[src/rtl/axi_txn_sched_pkg.sv]
// rtl/axi_txn_sched_pkg.sv - shared state encoding and default sizing for the AXI transaction scheduler
package axi_txn_sched_pkg;

    localparam int DEF_ADDR_W         = 32;
    localparam int DEF_DATA_W         = 512;
    localparam int DEF_TIMEOUT_CYCLES = 1024;

    typedef enum logic [1:0] {
        ST_IDLE  = 2'd0,
        ST_ISSUE = 2'd1,
        ST_WAIT  = 2'd2,
        ST_RESP  = 2'd3
    } state_e;

    // Request/grant bit positions shared by the arbiter and the scheduler.
    localparam int SIDE_WR = 0;
    localparam int SIDE_RD = 1;

endpackage

[src/rtl/axi_txn_scheduler_rr_arb2.sv]
// rtl/axi_txn_scheduler_rr_arb2.sv - two-way round-robin arbiter with a one-bit last-grant pointer
module rr_arb2
    import axi_txn_sched_pkg::*;
(
    input  logic       clk,
    input  logic       reset,
    input  logic [1:0] req,
    input  logic       update,
    output logic [1:0] gnt
);

    // Remembers whether the read side won last; reset as if read won so write wins the first tie.
    logic last_rd;

    always_comb begin
        gnt = req;
        if (req == 2'b11) begin
            gnt = last_rd ? 2'b01 : 2'b10;
        end
    end

    always_ff @(posedge clk) begin
        if (reset) begin
            last_rd <= 1'b1;
        end else if (update) begin
            last_rd <= gnt[SIDE_RD];
        end
    end

endmodule

[src/rtl/axi_txn_scheduler.sv]
// rtl/axi_txn_scheduler.sv - one-at-a-time write/read burst scheduler in front of an AXI master
// Optional watchdog in WAIT enabled by defining AXI_TXN_SCHED_TIMEOUT_EN.
module axi_txn_scheduler
    import axi_txn_sched_pkg::*;
#(
    parameter int ADDR_W         = DEF_ADDR_W,
    parameter int DATA_W         = DEF_DATA_W,
    parameter int TIMEOUT_CYCLES = DEF_TIMEOUT_CYCLES
) (
    input  logic              m00_axi_aclk,
    input  logic              m00_axi_areset,
    input  logic              wr_req_valid,
    input  logic [ADDR_W-1:0] wr_req_addr,
    input  logic [DATA_W-1:0] wr_req_data,
    output logic              wr_req_ready,
    input  logic              rd_req_valid,
    input  logic [ADDR_W-1:0] rd_req_addr,
    output logic              rd_req_ready,
    output logic              start_write_txn,
    output logic              start_read_txn,
    output logic [ADDR_W-1:0] write_base_addr,
    output logic [ADDR_W-1:0] read_base_addr,
    output logic [DATA_W-1:0] write_data,
    input  logic              txn_done,
    input  logic              txn_error,
    output logic              rsp_valid,
    output logic              rsp_is_read,
    output logic              rsp_error,
    output logic              busy,
    output logic              timeout_err
);

    if (TIMEOUT_CYCLES < 2) begin : g_bad_timeout
        $error("axi_txn_scheduler: TIMEOUT_CYCLES must be at least 2");
    end

    state_e     state;
    logic       side_rd;
    logic       err_q;
    logic [1:0] req;
    logic [1:0] gnt;
    logic       grant;
    logic       timeout_hit;

    // Requests are only visible to the arbiter in IDLE; elsewhere they simply wait.
    assign req   = {rd_req_valid, wr_req_valid} & {2{(state == ST_IDLE) && !m00_axi_areset}};
    assign grant = |gnt;

    rr_arb2 u_arb (
        .clk    (m00_axi_aclk),
        .reset  (m00_axi_areset),
        .req    (req),
        .update (grant),
        .gnt    (gnt)
    );

    assign wr_req_ready    = gnt[SIDE_WR];
    assign rd_req_ready    = gnt[SIDE_RD];
    assign start_write_txn = (state == ST_ISSUE) && !side_rd;
    assign start_read_txn  = (state == ST_ISSUE) && side_rd;
    assign rsp_valid       = (state == ST_RESP);
    assign rsp_is_read     = rsp_valid && side_rd;
    assign rsp_error       = rsp_valid && err_q;
    assign busy            = (state != ST_IDLE);

`ifdef AXI_TXN_SCHED_TIMEOUT_EN
    localparam int CNT_W = $clog2(TIMEOUT_CYCLES);

    logic [CNT_W-1:0] wd_cnt;
    logic             timeout_q;

    // A completion in the same cycle as the last watchdog tick wins over the timeout.
    assign timeout_hit = (state == ST_WAIT) && !txn_done &&
                         (wd_cnt == CNT_W'(TIMEOUT_CYCLES - 1));
    assign timeout_err = timeout_q;

    always_ff @(posedge m00_axi_aclk) begin
        if (m00_axi_areset) begin
            wd_cnt    <= '0;
            timeout_q <= 1'b0;
        end else begin
            if (state == ST_WAIT) begin
                wd_cnt <= wd_cnt + 1'b1;
            end else begin
                wd_cnt <= '0;
            end
            if (timeout_hit) begin
                timeout_q <= 1'b1;
            end
        end
    end
`else
    assign timeout_hit = 1'b0;
    assign timeout_err = 1'b0;
`endif

    always_ff @(posedge m00_axi_aclk) begin
        if (m00_axi_areset) begin
            state           <= ST_IDLE;
            side_rd         <= 1'b0;
            err_q           <= 1'b0;
            write_base_addr <= '0;
            read_base_addr  <= '0;
            write_data      <= '0;
        end else begin
            case (state)
                ST_IDLE: begin
                    if (grant) begin
                        state   <= ST_ISSUE;
                        side_rd <= gnt[SIDE_RD];
                        err_q   <= 1'b0;
                        if (gnt[SIDE_WR]) begin
                            write_base_addr <= wr_req_addr;
                            write_data      <= wr_req_data;
                        end else begin
                            read_base_addr  <= rd_req_addr;
                        end
                    end
                end
                ST_ISSUE: begin
                    state <= ST_WAIT;
                end
                ST_WAIT: begin
                    if (txn_done) begin
                        err_q <= txn_error;
                        state <= ST_RESP;
                    end else if (timeout_hit) begin
                        err_q <= 1'b1;
                        state <= ST_RESP;
                    end
                end
                ST_RESP: begin
                    state <= ST_IDLE;
                end
                default: begin
                    state <= ST_IDLE;
                end
            endcase
        end
    end

endmodule

[config.mk]
export PLATFORM = sky130hd
export DESIGN_NAME = axi_txn_scheduler
export DESIGN_NICKNAME = d
export VERILOG_FILES = /design/src/rtl/axi_txn_sched_pkg.sv /design/src/rtl/axi_txn_scheduler_rr_arb2.sv /design/src/rtl/axi_txn_scheduler.sv
export SDC_FILE = /design/constraint.sdc
export NUM_CORES = 1
export LEC_CHECK = 0
export ABC_AREA = 1
export CAP_MARGIN = 30
export CORE_AREA = 5 5 448 450
export DETAILED_ROUTE_END_ITERATION = 16
export DIE_AREA = 0 0 453 455
export PLACE_DENSITY = 0.3
export SLEW_MARGIN = 20
export SYNTH_ARGS = -nofsm -noshare
export SYNTH_HDL_FRONTEND = slang
export SYNTH_SLANG_ARGS = --single-unit
[constraint.sdc]
create_clock -name m00_axi_aclk -period 2.35 [get_ports m00_axi_aclk]
set_input_delay 0.5875 -clock m00_axi_aclk [delete_from_list [all_inputs] [get_ports m00_axi_aclk]]
set_output_delay 0.5875 -clock m00_axi_aclk [all_outputs]
set_load 0.02 [all_outputs]
# [Word level (Yosys, flattened, before mapping)]
# Index checks and enable logic that the tools add are counted.
[totals] output_inout_bits=585 regBits=581 wordCells=39
[classes] n_bitwise=2 n_mux=8 reduce_logical=16 eq_ne=6
[op_table] cell="3-bit AND reduction" n=3
[op_table] cell="2-bit two-way mux" n=4
[op_table] cell="2-bit one-hot mux with 4 select lines" n=1
[op_table] cell="2-bit == test, second input constant" n=3
[op_table] cell="1-bit logical AND" n=5
[op_table] cell="2-bit inequality test, second input constant" n=2
[op_table] cell="2-bit AND reduction" n=2
[op_table] cell="2-bit nonzero test" n=2
[op_table] cell="2-bit AND" n=1
[op_table] cell="2-bit by 1-bit == test with 1-bit output, second input constant" n=1
[op_table] cell="1-bit zero test" n=2
[op_table] cell="2-bit zero test" n=1
[op_table] cell="1-bit two-way mux" n=2
[op_table] cell="1-bit one-hot mux with 2 select lines" n=1
[op_table] cell="2-bit OR reduction" n=1
[op_table] cell="1-bit inverter" n=1

# [Logic depth before layout (Yosys ltp)]
# Gate-level depths: netlist of run 1.
[logic_depth] ltp_word=8 ltp_mapped=9 ltp_nobuf=8

# [Hierarchy]
# From an unflattened synthesis of run 1, not the netlist that was laid out.
[hier_totals] hier_cells=2555 area_unflattened_um2=19930.4
[modules_own_cells] module="axi_txn_scheduler" cells_per_inst=2546 n_inst=1 area_each_um2=19871.6
[modules_own_cells] module="rr_arb2" cells_per_inst=9 n_inst=1 area_each_um2=58.8

# [Least setup slack after synthesis of run 1]
# No wires, ideal clock.
[synth_timing] path_kind="register -> output" start="reg state[0]" end="out wr_req_ready" path_slack_ns=0.439 path_stages_with_launch=7 arrival_time_ns=1.324 path_buffers=2 path_cell_list="dfxtp_1 -> inv_1 -> ha_1 -> nand3_2 -> a21oi_4 -> buf_6 -> buf_4"
[synth_via] elab_chain_cells=5
[synth_lines] item="from (decl)" line_no="axi_txn_scheduler.sv:37" text="state_e state;"
[synth_lines] item="from (signal assigned)" line_no="axi_txn_scheduler.sv:99" text="state <= ST_IDLE;"
[synth_lines] item="from (signal assigned)" line_no="axi_txn_scheduler.sv:109" text="state <= ST_ISSUE;"
[synth_lines] item="from (signal assigned)" line_no="axi_txn_scheduler.sv:121" text="state <= ST_WAIT;"
[synth_lines] item="2-bit zero test (*)" line_no="axi_txn_scheduler.sv:46" text="assign req = {rd_req_valid, wr_req_valid} & {2{(state == ST_IDLE) && !m00_axi_areset}};"
[synth_lines] item="1-bit logical AND (*)" line_no="axi_txn_scheduler.sv:46"
[synth_lines] item="2-bit AND (*)" line_no="axi_txn_scheduler.sv:46"
[synth_lines] item="2-bit == test" line_no="axi_txn_scheduler_rr_arb2.sv:17" text="if (req == 2'b11) begin"
[synth_lines] item="2-bit two-way mux (*)" line_no="axi_txn_scheduler_rr_arb2.sv:17"
[synth_lines] item="to (decl)" line_no="axi_txn_scheduler.sv:15" text="output logic wr_req_ready,"
# Every way passes the cells marked *; elsewhere a longest branch is shown, timed or not.

# [Final worst setup path of run 1]
# Ends and elaborated chain as after synthesis.

==> results.md, run 1 <==
* Seq/Total Area, Yosys at 57.7%
* Area grow syn2layout at 89.7%
* R2r endpoint: write_data[365]$_SDFFE_PP0P_
* Routed WL at 138000 microns
* R2R Setup Slk at 0.40 ns
* Worst path arrival time at 1.75 ns
* DRC at 0
* Post-DRT Antenna Nets at 0
* Outcome: finished, final reports clean
* Root buf cell: clkbuf_16
* Worst slew pin tran at 0.568 ns
* Largest cells by area after synthesis: dfxtp_1, nor2_1, o21ai_0, o21ai_1, buf_2
* Hold WC Path Type: register to register
* Fin area at 38300 sq um
* Largest net degree at the start of global routing at 74
* Die Y-Extent at 455 microns
* Most frequent CP cell: buf_12
* Reg2reg path depth at 10
* Initial antenna violation count at 36
* Internal at 24.4 mW
* Max Freq at 428 MHz
* Placed cell area at 35800 sq um
* # Max-Cap Violations at 0
* Hpwl dp at 109000 microns
* Final setup TNS at 0 ns
* Core Area at 196000 sq um
* Hold Violations, Final at 0
* Max Slew Vio Count at 0
* Hold WS at 0.462 ns
* First-pass GRT wire length at 184000 microns
* Type of origin of the critical path: register
* Slowest CP cell: dfxtp_4
* CP endpoint kind: output port
* I/O Pins at 1167
* Worst VDD drop at 540 uV
* Vias at 21700
* Worst Setup Path Type: register to output port
* Largest area contributor in the netlist: dfxtp_1
* Synth cell types at 21
* Number of core rows at 163
* Hold_buf cts at 0
* Yosys top cell area share at 57.7%
* Routability Congestion at 0.825
* Most frequent cells in the layout: nor2_1, clkdlybuf4s50_1, dfxtp_1
* CTS clk-pin slew, worst paths at 0.05 ns
* Worst hold path endpoint: err_q$_SDFFE_PP0P_
* Nets at 4376
* Flop pwr share at 33.5%
* Per-cell routed wire length at 21.2 microns
* Slew Limit Headroom at 61.7%
* First-pass DRT Iterations at 4
* Power Density at 998 nW/um^2
* Overflow after GRT at 0
* Most common cell after layout, fill and taps aside: nor2_1
* CTS Buf Count at 82
* Critical Path RT at 1.76 ns
* Via/cell ratio at 3.33
* Vias in the first global route at 22100
* Buf/Inv on CP at 3
* Synthesized cell area at 20200 sq um
* Net Sw Frac at 36.0%
* Die width at 453 microns
* RR Startpoint: state[0]$_SDFFE_PP0P_
* Crit-path cells: inv_4, ha_4, nand3_4, a21oi_4, buf_12, buf_12
* Yosys reg bits at 581
* Gr usage total at 12.6%
* Critical Path Fanout Max at 4
* PnR worst setup slack at 0.0129 ns
* Clock skew at 0.0381 ns
* Worst-skew pair later-pin latency at 0.69 ns
* Initial DRC count at 1107
* RSZ-0062 raised after global routing: yes
* Delay of the slowest critical-path stage at 0.35 ns
* Clk buf depth at 3
* Top delay family on crit path: flip-flops
* Post-Syn Instances at 2547
* Final Util at 19.5%
* Sw power at 13.8 mW
* Hold Path Depth at 2
* Clk network pwr share at 33.8%
* Starting Density at 10.3%
* Yosys warns at 0
* # setup viols final at 0
* Post-route minimum period at 2.34 ns
* Clk sinks at 581
* Setup WS pre-CTS at -0.166 ns
* Die area at 206000 sq um
* Hold Path Origin: err_q$_SDFFE_PP0P_
* Layout cells sized above 1 at 8.56%
* H-tree levels at 3
* CTS tree: done
* Syn_area_per_cell at 7.92 sq um
* Syn nets at 3134
* Leak pwr at 16.7 nW
* Fin crit share at 99.5%
* I/O Buffers at 1165
* Comb pwr share at 32.7%
## cell usage after synthesis (all sizes together)
master  number
clkbuf      72
ha           5
inv         12
o21ai      576
nor2      1154
a21oi        5
o211ai       1
a21o         2
conb         1
nand3        7
buf        119
nand2       12
dfxtp      581
## layout make-up
cell class | instances | area, sq um
clock buffers | 119 | 2320
clock inverters | 21 | 370
multi-input cells | 1763 | 7480
inverters | 12 | 57.6
well taps | 2640 | 3300
fillers | 22100 | 158000
flip-flops and latches | 581 | 11600
diodes | 27 | 67.6
repair buffers | 1349 | 13000
## tightest hold or removal path, cell delays in order, from the launching register on
cell and delay, ns:
dfxtp_1 0.31, nand2_1 0.06, a21oi_1 0.05
## stage by stage
stage	std cells	power, mW
3_5_place_dp	6335	26.4
4_1_cts	6481	39.1
6_report	6512	38.2
3_3_place_gp	6335	26.5
5_1_grt	6501	40.4
2_1_floorplan	2547	18.4
## repair_timing
action | 4_1_cts | 5_1_grt
gates resized for setup | 385 | 9
pin swaps | 3 | 1
setup endpoints to repair | 360 | 6
setup buffers | 6 | 4
## metal layers
| layer | GRT usage (%) | routed length (microns) | vias to the layer above |
|---|---|---|---|
| met5 | 0 | 54 | - |
| met4 | 4.75 | 3720 | 8 |
| met3 | 4.49 | 10900 | 169 |
| met2 | 21.0 | 66200 | 725 |
| met1 | 14.9 | 56900 | 10000 |
| li1 | - | - | 10700 |
## how the worst max path moves through the flow
stage | startpoint | endpoint | slack (ns) | cells after the start
2_1_floorplan | state[0]$_SDFFE_PP0P_ | wr_req_ready | 0.44 | 6
3_3_place_gp | m00_axi_areset | write_data[22]$_SDFFE_PP0P_ | -0.16 | 9
3_5_place_dp | m00_axi_areset | write_data[22]$_SDFFE_PP0P_ | -0.17 | 9
4_1_cts | state[1]$_SDFFE_PP0P_ | rd_req_ready | -0.13 | 6
5_1_grt | state[0]$_SDFFE_PP0P_ | wr_req_ready | -0.11 | 6
6_report | state[0]$_SDFFE_PP0P_ | wr_req_ready | 0.01 | 6
## kinds of logic (layout without fill, tap and decap cells)
family | Yosys count | after routing | synth area share (%)
simple gates | 1173 | 1173 | 21.9
compound gates | 584 | 584 | 14.6
flops | 581 | 581 | 57.7
buf+inv | 203 | 1501 | 5.51
fa+ha+maj | 5 | 5 | 0.310
other cells | 1 | 28 | 0.0186
## state kept, by name, indices dropped and copies added, names as in the netlist
register,flops
state,2
write_base_addr,32
u_arb.last_rd,1
write_data,512
read_base_addr,32
side_rd,1
err_q,1
## power by group through the flow
| stage | clock network (mW) | registers [mW] | logic, mW |
|---|---|---|---|
| after detailed placement | 0 | 13.0 | 13.4 |
| after global placement | 0 | 13.0 | 13.5 |
| after global routing | 13.9 | 13.0 | 13.5 |
| after floorplan | 0 | 15.1 | 3.32 |
| final | 12.9 | 12.8 | 12.5 |
| after CTS | 13.5 | 12.8 | 12.7 |
(Power assumes the default switching activity.)
==> inputs of run 2 (changes only) <==
--- a/config.mk
+++ b/config.mk
@@ -10,6 +10,7 @@
 export CORE_AREA = 5 5 448 450
 export DETAILED_ROUTE_END_ITERATION = 16
 export DIE_AREA = 0 0 453 455
+export GPL_ROUTABILITY_DRIVEN = 0
 export PLACE_DENSITY = 0.3
 export SLEW_MARGIN = 20
 export SYNTH_ARGS = -nofsm -noshare
==> results of run 2 <==
Same layout as run 1: the final DEF is identical, and so are final timing and power.
